--- config.mk ---
export PLATFORM = sky130hd
export DESIGN_NAME = mem_bist_march
export DESIGN_NICKNAME = d
export VERILOG_FILES = /design/src/rtl/mem_bist_pkg.sv /design/src/rtl/mem_bist_addr_gen.sv /design/src/rtl/mem_bist_march.sv
export SDC_FILE = /design/constraint.sdc
export NUM_CORES = 1
export LEC_CHECK = 0
export CAP_MARGIN = 20
export CORE_MARGIN = 2
export CORE_UTILIZATION = 45
export CTS_CLUSTER_SIZE = 40
export DETAILED_ROUTE_END_ITERATION = 12
export GPL_TIMING_DRIVEN = 1
export HOLD_SLACK_MARGIN = 0.08
export PLACE_DENSITY = 0.7
export RECOVER_POWER = 25
export SLEW_MARGIN = 25
export SYNTH_ARGS = -nofsm -noshare
export SYNTH_HDL_FRONTEND = slang
export SYNTH_SLANG_ARGS = --single-unit
--- constraint.sdc ---
create_clock -name clk -period 3.9 [get_ports clk]
set_clock_uncertainty 0.05 [all_clocks]
set_input_delay 0.78 -clock clk [delete_from_list [all_inputs] [get_ports clk]]
set_output_delay 0.78 -clock clk [all_outputs]
set_load 0.01 [all_outputs]
--- src/rtl/mem_bist_pkg.sv ---
// Shared types and the March C- element table for the memory BIST controller.
package mem_bist_pkg;

  typedef enum logic [1:0] {
    IDLE  = 2'd0,
    RUN   = 2'd1,
    DRAIN = 2'd2,
    DONE  = 2'd3
  } state_t;

  typedef enum logic [1:0] {
    W0 = 2'd0,
    W1 = 2'd1,
    R0 = 2'd2,
    R1 = 2'd3
  } op_t;

  // One march element: how many ops per address, which ops, and the address direction.
  typedef struct packed {
    logic [1:0] n_ops;
    op_t        op0;
    op_t        op1;
    logic       down;
  } elem_t;

  localparam int         NUM_ELEMS = 6;
  localparam logic [2:0] LAST_ELEM = 3'd5;

  // Background pattern bits; replicated to the data width by the controller.
  localparam logic BG_ZEROS = 1'b0;
  localparam logic BG_ONES  = 1'b1;

  // March C-: up(w0) up(r0,w1) up(r1,w0) down(r0,w1) down(r1,w0) up(r0)
  localparam elem_t MARCH_TABLE [0:NUM_ELEMS-1] = '{
    '{n_ops: 2'd1, op0: W0, op1: W0, down: 1'b0},
    '{n_ops: 2'd2, op0: R0, op1: W1, down: 1'b0},
    '{n_ops: 2'd2, op0: R1, op1: W0, down: 1'b0},
    '{n_ops: 2'd2, op0: R0, op1: W1, down: 1'b1},
    '{n_ops: 2'd2, op0: R1, op1: W0, down: 1'b1},
    '{n_ops: 2'd1, op0: R0, op1: R0, down: 1'b0}
  };

  function automatic logic op_is_write(input op_t op);
    return (op == W0) || (op == W1);
  endfunction

  function automatic logic op_value(input op_t op);
    return ((op == W1) || (op == R1)) ? BG_ONES : BG_ZEROS;
  endfunction

endpackage

--- src/rtl/mem_bist_addr_gen.sv ---
// Loadable up/down address counter; tc flags the last address of the current direction.
module mem_bist_addr_gen #(
  parameter int ADDR_W = 16
) (
  input  logic              clk,
  input  logic              rst,
  input  logic              load,
  input  logic [ADDR_W-1:0] load_val,
  input  logic              step,
  input  logic              down,
  output logic [ADDR_W-1:0] addr,
  output logic              tc
);

  localparam logic [ADDR_W-1:0] ADDR_ONE = ADDR_W'(1);

  // Address register: load has priority over stepping.
  always_ff @(posedge clk or posedge rst) begin
    if (rst) begin
      addr <= '0;
    end else if (load) begin
      addr <= load_val;
    end else if (step) begin
      addr <= down ? (addr - ADDR_ONE) : (addr + ADDR_ONE);
    end
  end

  assign tc = down ? (addr == '0) : (addr == '1);

endmodule

--- src/rtl/mem_bist_march.sv ---
// March C- BIST controller driving a single-port SRAM, with first-failure capture.
module mem_bist_march
  import mem_bist_pkg::*;
#(
  parameter int ADDR_W = 16,
  parameter int DATA_W = 8
) (
  input  logic              clk,
  input  logic              rst,
  input  logic              start,
  output logic              busy,
  output logic              done,
  output logic              pass,
  output logic              fail,
  output logic [ADDR_W-1:0] fail_addr,
  output logic [DATA_W-1:0] fail_data,
  output logic [DATA_W-1:0] fail_expected,
  output logic [2:0]        fail_element,
  output logic [ADDR_W-1:0] mem_addr,
  output logic [DATA_W-1:0] mem_wdata,
  output logic              mem_we,
  output logic              mem_re,
  input  logic [DATA_W-1:0] mem_rdata
);

  state_t            state, state_nxt;
  logic [2:0]        elem_idx;
  logic              op_idx;
  elem_t             cur_elem;
  op_t               cur_op;
  logic              last_op_in_elem;
  logic              in_run;
  logic              elem_end;
  logic              march_end;
  logic              accept_start;
  logic              rd_issue;

  logic              ag_load;
  logic [ADDR_W-1:0] ag_load_val;
  logic              ag_step;
  logic [ADDR_W-1:0] addr;
  logic              addr_tc;

  logic              cmp_pending;
  logic [DATA_W-1:0] cmp_exp;
  logic [ADDR_W-1:0] cmp_addr;
  logic [2:0]        cmp_elem;

  assign cur_elem        = MARCH_TABLE[elem_idx];
  assign cur_op          = op_idx ? cur_elem.op1 : cur_elem.op0;
  assign last_op_in_elem = (cur_elem.n_ops == 2'd1) || op_idx;
  assign in_run          = (state == RUN);
  assign elem_end        = in_run && last_op_in_elem && addr_tc;
  assign march_end       = elem_end && (elem_idx == LAST_ELEM);
  assign accept_start    = start && ((state == IDLE) || (state == DONE));
  assign rd_issue        = in_run && !op_is_write(cur_op);

  // The counter starts each element at its first address; up elements at 0, down at N-1.
  assign ag_load     = accept_start || (elem_end && !march_end);
  assign ag_load_val = accept_start ? '0 :
                       (MARCH_TABLE[elem_idx + 3'd1].down ? '1 : '0);
  assign ag_step     = in_run && last_op_in_elem && !addr_tc;

  mem_bist_addr_gen #(
    .ADDR_W (ADDR_W)
  ) u_addr_gen (
    .clk      (clk),
    .rst      (rst),
    .load     (ag_load),
    .load_val (ag_load_val),
    .step     (ag_step),
    .down     (cur_elem.down),
    .addr     (addr),
    .tc       (addr_tc)
  );

  // FSM state register.
  always_ff @(posedge clk or posedge rst) begin
    if (rst) begin
      state <= IDLE;
    end else begin
      state <= state_nxt;
    end
  end

  // FSM next-state: start is only honoured when no test is in flight.
  always_comb begin
    state_nxt = state;
    case (state)
      IDLE:    if (start)     state_nxt = RUN;
      RUN:     if (march_end) state_nxt = DRAIN;
      DRAIN:                  state_nxt = DONE;
      DONE:    if (start)     state_nxt = RUN;
      default:                state_nxt = IDLE;
    endcase
  end

  // FSM outputs: SRAM controls come straight from registered state, idle values are all zero.
  always_comb begin
    busy      = 1'b0;
    done      = 1'b0;
    mem_addr  = '0;
    mem_wdata = '0;
    mem_we    = 1'b0;
    mem_re    = 1'b0;
    case (state)
      RUN: begin
        busy     = 1'b1;
        mem_addr = addr;
        if (op_is_write(cur_op)) begin
          mem_we    = 1'b1;
          mem_wdata = {DATA_W{op_value(cur_op)}};
        end else begin
          mem_re = 1'b1;
        end
      end
      DRAIN:   busy = 1'b1;
      DONE:    done = 1'b1;
      default: ;
    endcase
  end

  assign pass = done && !fail;

  // Element / op sequencing; address stepping lives in the address generator.
  always_ff @(posedge clk or posedge rst) begin
    if (rst) begin
      elem_idx <= '0;
      op_idx   <= 1'b0;
    end else if (accept_start) begin
      elem_idx <= '0;
      op_idx   <= 1'b0;
    end else if (in_run) begin
      if (!last_op_in_elem) begin
        op_idx <= 1'b1;
      end else begin
        op_idx <= 1'b0;
        if (addr_tc && (elem_idx != LAST_ELEM)) begin
          elem_idx <= elem_idx + 3'd1;
        end
      end
    end
  end

  // Read bookkeeping: remember what the SRAM should return on the following cycle.
  always_ff @(posedge clk or posedge rst) begin
    if (rst) begin
      cmp_pending <= 1'b0;
      cmp_exp     <= '0;
      cmp_addr    <= '0;
      cmp_elem    <= '0;
    end else begin
      cmp_pending <= rd_issue;
      if (rd_issue) begin
        cmp_exp  <= {DATA_W{op_value(cur_op)}};
        cmp_addr <= addr;
        cmp_elem <= elem_idx;
      end
    end
  end

  // First-failure capture; mem_rdata is only looked at when a read is outstanding.
  always_ff @(posedge clk or posedge rst) begin
    if (rst) begin
      fail          <= 1'b0;
      fail_addr     <= '0;
      fail_data     <= '0;
      fail_expected <= '0;
      fail_element  <= '0;
    end else if (accept_start) begin
      fail          <= 1'b0;
      fail_addr     <= '0;
      fail_data     <= '0;
      fail_expected <= '0;
      fail_element  <= '0;
    end else if (cmp_pending && !fail && (mem_rdata != cmp_exp)) begin
      fail          <= 1'b1;
      fail_addr     <= cmp_addr;
      fail_data     <= mem_rdata;
      fail_expected <= cmp_exp;
      fail_element  <= cmp_elem;
    end
  end

endmodule

==> impl_metrics.tcl <==
set metrics [dict create \
    power_density_nw_per_um2 625.9 \
    layout_min_cycle_time_ns 3.586 \
    synth_ff_type "dfrtp_1" \
    cp_max_fo 11 \
    final_max_slew_viol_count 32 \
    die_area_sq_um 10370 \
    failed_checks "capacitance limit, slew limit" \
    ys_top_cells_by_area "dfrtp_1 (42%), ha_1 (7.3%), mux2i_1 (7.0%), nor2_1 (3.7%), mux2_2 (3.7%)" \
    finalWirelength_um 9776 \
    worst_slack_ns 0.3145 \
    via_count 3341 \
    hp-start "cmp_addr[1]$_DFFE_PP0P_" \
    cts_tree "yes" \
    track_usage_pct 19.26 \
    slowest_stage "mux2i_2" \
    maxSlewHeadroom_pct -11.67 \
    nFillCells 810 \
    clkTransAtPathRegs_ns 0.08 \
    ys_seq_area_share_pct 41.84 \
    holdBufCountCts 0 \
    final_cells 620 \
    drc_errors 0 \
    antenna_found_initial 0 \
    std_cell_rows 35 \
    critPathKind "register to register" \
    start_util_pct 46.39 \
    worstPathArrival_ns 3.77 \
    hold_violations 0 \
    irDropWorstVdd_mv 0.2334 \
    p_int_w 0.001982 \
    ys_types 63 \
    cts_resized 0 \
    port_buffers 75 \
    p_leak_nw 2.268 \
    dp.cells 604 \
    num_io_pins 76 \
    syn_to_final_growth_pct 22.31 \
    seq_area_sq_um 1802 \
    use_met3_pct 4.104 \
    worstSetupEndpointType "register" \
    startpoint_type "register" \
    overflow 0 \
    cts_sinks 72 \
    r2r_slack_ns 0.31 \
    final_nets 523 \
    synth_cells 423 \
    max_stage_delay_ns 0.53 \
    clkPwrFrac_pct 17.7 \
    fin_crit_sh_pct 91.94 \
    cap_violations 1 \
    use_met2_pct 29.91 \
    postCtsSetupRepairBufs 0 \
    synth_edf_count 0 \
    dr.pass1.iters 4 \
    antenna_left 0 \
    top_usage_layer "met2" \
    grt_pass1_wl_um 15560 \
    synth.cell_area_sq_um 4307 \
    hp-class "register to register" \
    via_per_inst 5.389 \
    required_ns 4.08 \
    crit_path_frequent_cell "o2111ai_1" \
    place_congestion 0.8881 \
    fin_setup_tns_ns 0 \
    status "complete, but fails checks" \
    synth_seq_cells 72 \
    drt_iter0_drc 93 \
    wl_per_cell_um 15.77 \
    seqPwrFrac_pct 36.3 \
    postSynthAreaPerCell_sq_um 10.18 \
    drive_gt1_share_pct 11.00 \
    final-setup-viol-count 0 \
    insertedDiodeCount 0 \
    cts_made_buffers 9 \
    rsz0062_at_grt "no" \
    max_slew.worst_pin.slew_ns 1.675 \
    met1_usage_pct 27.51 \
    dp_slack_ns 0.3320 \
    max_freq_mhz 278.9 \
    htree_levels 3 \
    post-dp-hpwl_um 7099 \
    grt_max_degree 34 \
    synthArstFlopShare_pct 100.0 \
    synth.top_cell.area_share_pct 41.84 \
    core_sq_um 9284 \
    r2r_start "elem_idx[0]$_DFFE_PP0P_" \
    ys.warnings.count 0 \
    crit_chain "ha_1 -> inv_2 -> mux2i_2 -> inv_1 -> fa_1 -> nor2b_1 -> o2111ai_1 -> a21oi_1 -> o2111ai_1 -> mux2_1 -> o221a_2" \
    critPathLaunch "elem_idx[0]$_DFFE_PP0P_" \
    grt_pass1_vias 3106 \
    clk_path_buf_depth 2 \
    switchingPower_w 0.001315 \
    syn_nets 460 \
    root_buffer "clkbuf_8" \
    clk_latency_ns 0.34 \
    die_w_um 101.8 \
    yosysTopAreaCell "dfrtp_1" \
    switching_share_pct 39.88 \
    comb_power_share_pct 46.0 \
    die_y_um 101.8 \
    multiInputGateArea_sq_um 2255 \
]
## synth_stat cells, drive strengths merged (2+ instances only)
cell and count:
nand4 8, a211o 2, o221a 2, o2111ai 2, dfrtp 72, and2 20
nand2 25, o211ai 3, mux2 15, o22a 6, buf 25, inv 13
nor4 7, a21boi 2, clkbuf 6, ha 25, xor2 4, o21ai 26
o21a 11, nor2b 5, nand3 2, a21o 9, a21oi 17, nand2b 4
nor2 43, nor3 7, and2b 2, xnor2 6, a211oi 6, mux2i 31
## state kept, by name (all words and copies together) (netlist names)
register	count
state	2
cmp_exp	1
cmp_elem	3
u_addr_gen.addr	16
fail_data	8
fail_element	3
fail_addr	16
fail	1
op_idx	1
elem_idx	3
cmp_pending	1
cmp_addr	16
fail_expected	1
## power groups by stage
| stage | sequential [W] | combinational, W | clock, W |
|---|---|---|---|
| floorplan | 0.00111 | 0.00109 | 0 |
| global route | 0.00123 | 0.00167 | 0.000629 |
| global placement | 0.00120 | 0.00149 | 0 |
| detailed placement | 0.00121 | 0.00151 | 0 |
| finish | 0.00120 | 0.00151 | 0.000584 |
| CTS | 0.00120 | 0.00152 | 0.000598 |
## kinds of logic after synthesis
| logic type | after synthesis | synth area share (%) |
|---|---|---|
| flip-flops | 72 | 41.84 |
| multiplexers | 46 | 11.21 |
| AND/OR/NAND/NOR | 130 | 15.17 |
| AO/OA/AOI/OAI | 95 | 16.07 |
| buffers and inverters | 44 | 5.955 |
| adder cells (fa/ha/maj) | 26 | 7.728 |
| XOR/XNOR | 10 | 2.034 |
## metrics by stage
| step | utilization, % | hold WS [ns] | power (W) | instance area [sq um] |
|---|---|---|---|---|
| floorplan | - | 0.3996 | 0.002197 | 4307 |
| CTS | 56.82 | 0.4396 | 0.003315 | 5275 |
| detailed placement | 54.69 | 0.4219 | 0.002726 | 5077 |
| global route | 56.74 | 0.4639 | 0.003532 | 5268 |
| finish | 56.74 | 0.4337 | 0.003297 | 5268 |
| global placement | 54.69 | 0.4153 | 0.002693 | 5077 |
## final timing paths
kind,end,cells past startpoint
worst min register to register,cmp_addr[1]$_DFFE_PP0P_,2
worst max register to register,u_addr_gen.addr[14]$_DFFE_PP0P_,11
max in group asynchronous,fail_data[6]$_DFFE_PP0P_,3
worst max-delay path,u_addr_gen.addr[14]$_DFFE_PP0P_,11
worst min-delay path,cmp_addr[1]$_DFFE_PP0P_,2
min in group asynchronous,fail_addr[5]$_DFFE_PP0P_,2
## metal layers
| metal | share of wire, % | vias to the layer above |
|---|---|---|
| met1 | 49 | 1627 |
| met5 | 0 | - |
| met3 | 4.5 | 8 |
| li1 | - | 1629 |
| met2 | 46 | 77 |
| met4 | 1.0 | 0 |
## worst max-delay path: cells and delay by family (launching register included)
kind	cells	cell delay, ns
compound gates	4	0.95
simple gates	1	0.17
buf+inv	2	0.19
flops	1	0.52
mux	2	0.88
fa+ha+maj	2	0.72
## area by class of cell
| cell class | instances | area share, % |
|---|---|---|
| clock buffer | 10 | 2.423 |
| clock inverter | 6 | 1.330 |
| inverter | 13 | 0.9264 |
| multi-input combinational | 307 | 42.80 |
| sequential | 72 | 34.20 |
| tap | 129 | 3.064 |
| timing repair buffer | 83 | 15.25 |
## cells in the final DEF (no fill, tap or decap), drive strengths merged, types with 6 or more instances in the layout
cell type       n
dfrtp          72
o22a            6
nand4           8
buf             6
mux2           15
and2           20
nor3            7
o21a           11
nor4            7
ha             25
nor2           43
a21oi          17
xnor2           6
a21o            9
clkdlybuf4s50  74
inv            13
mux2i          31
a211oi          6
o21ai          26
clkbuf         12
nand2          25
(Power assumes the default switching activity.)
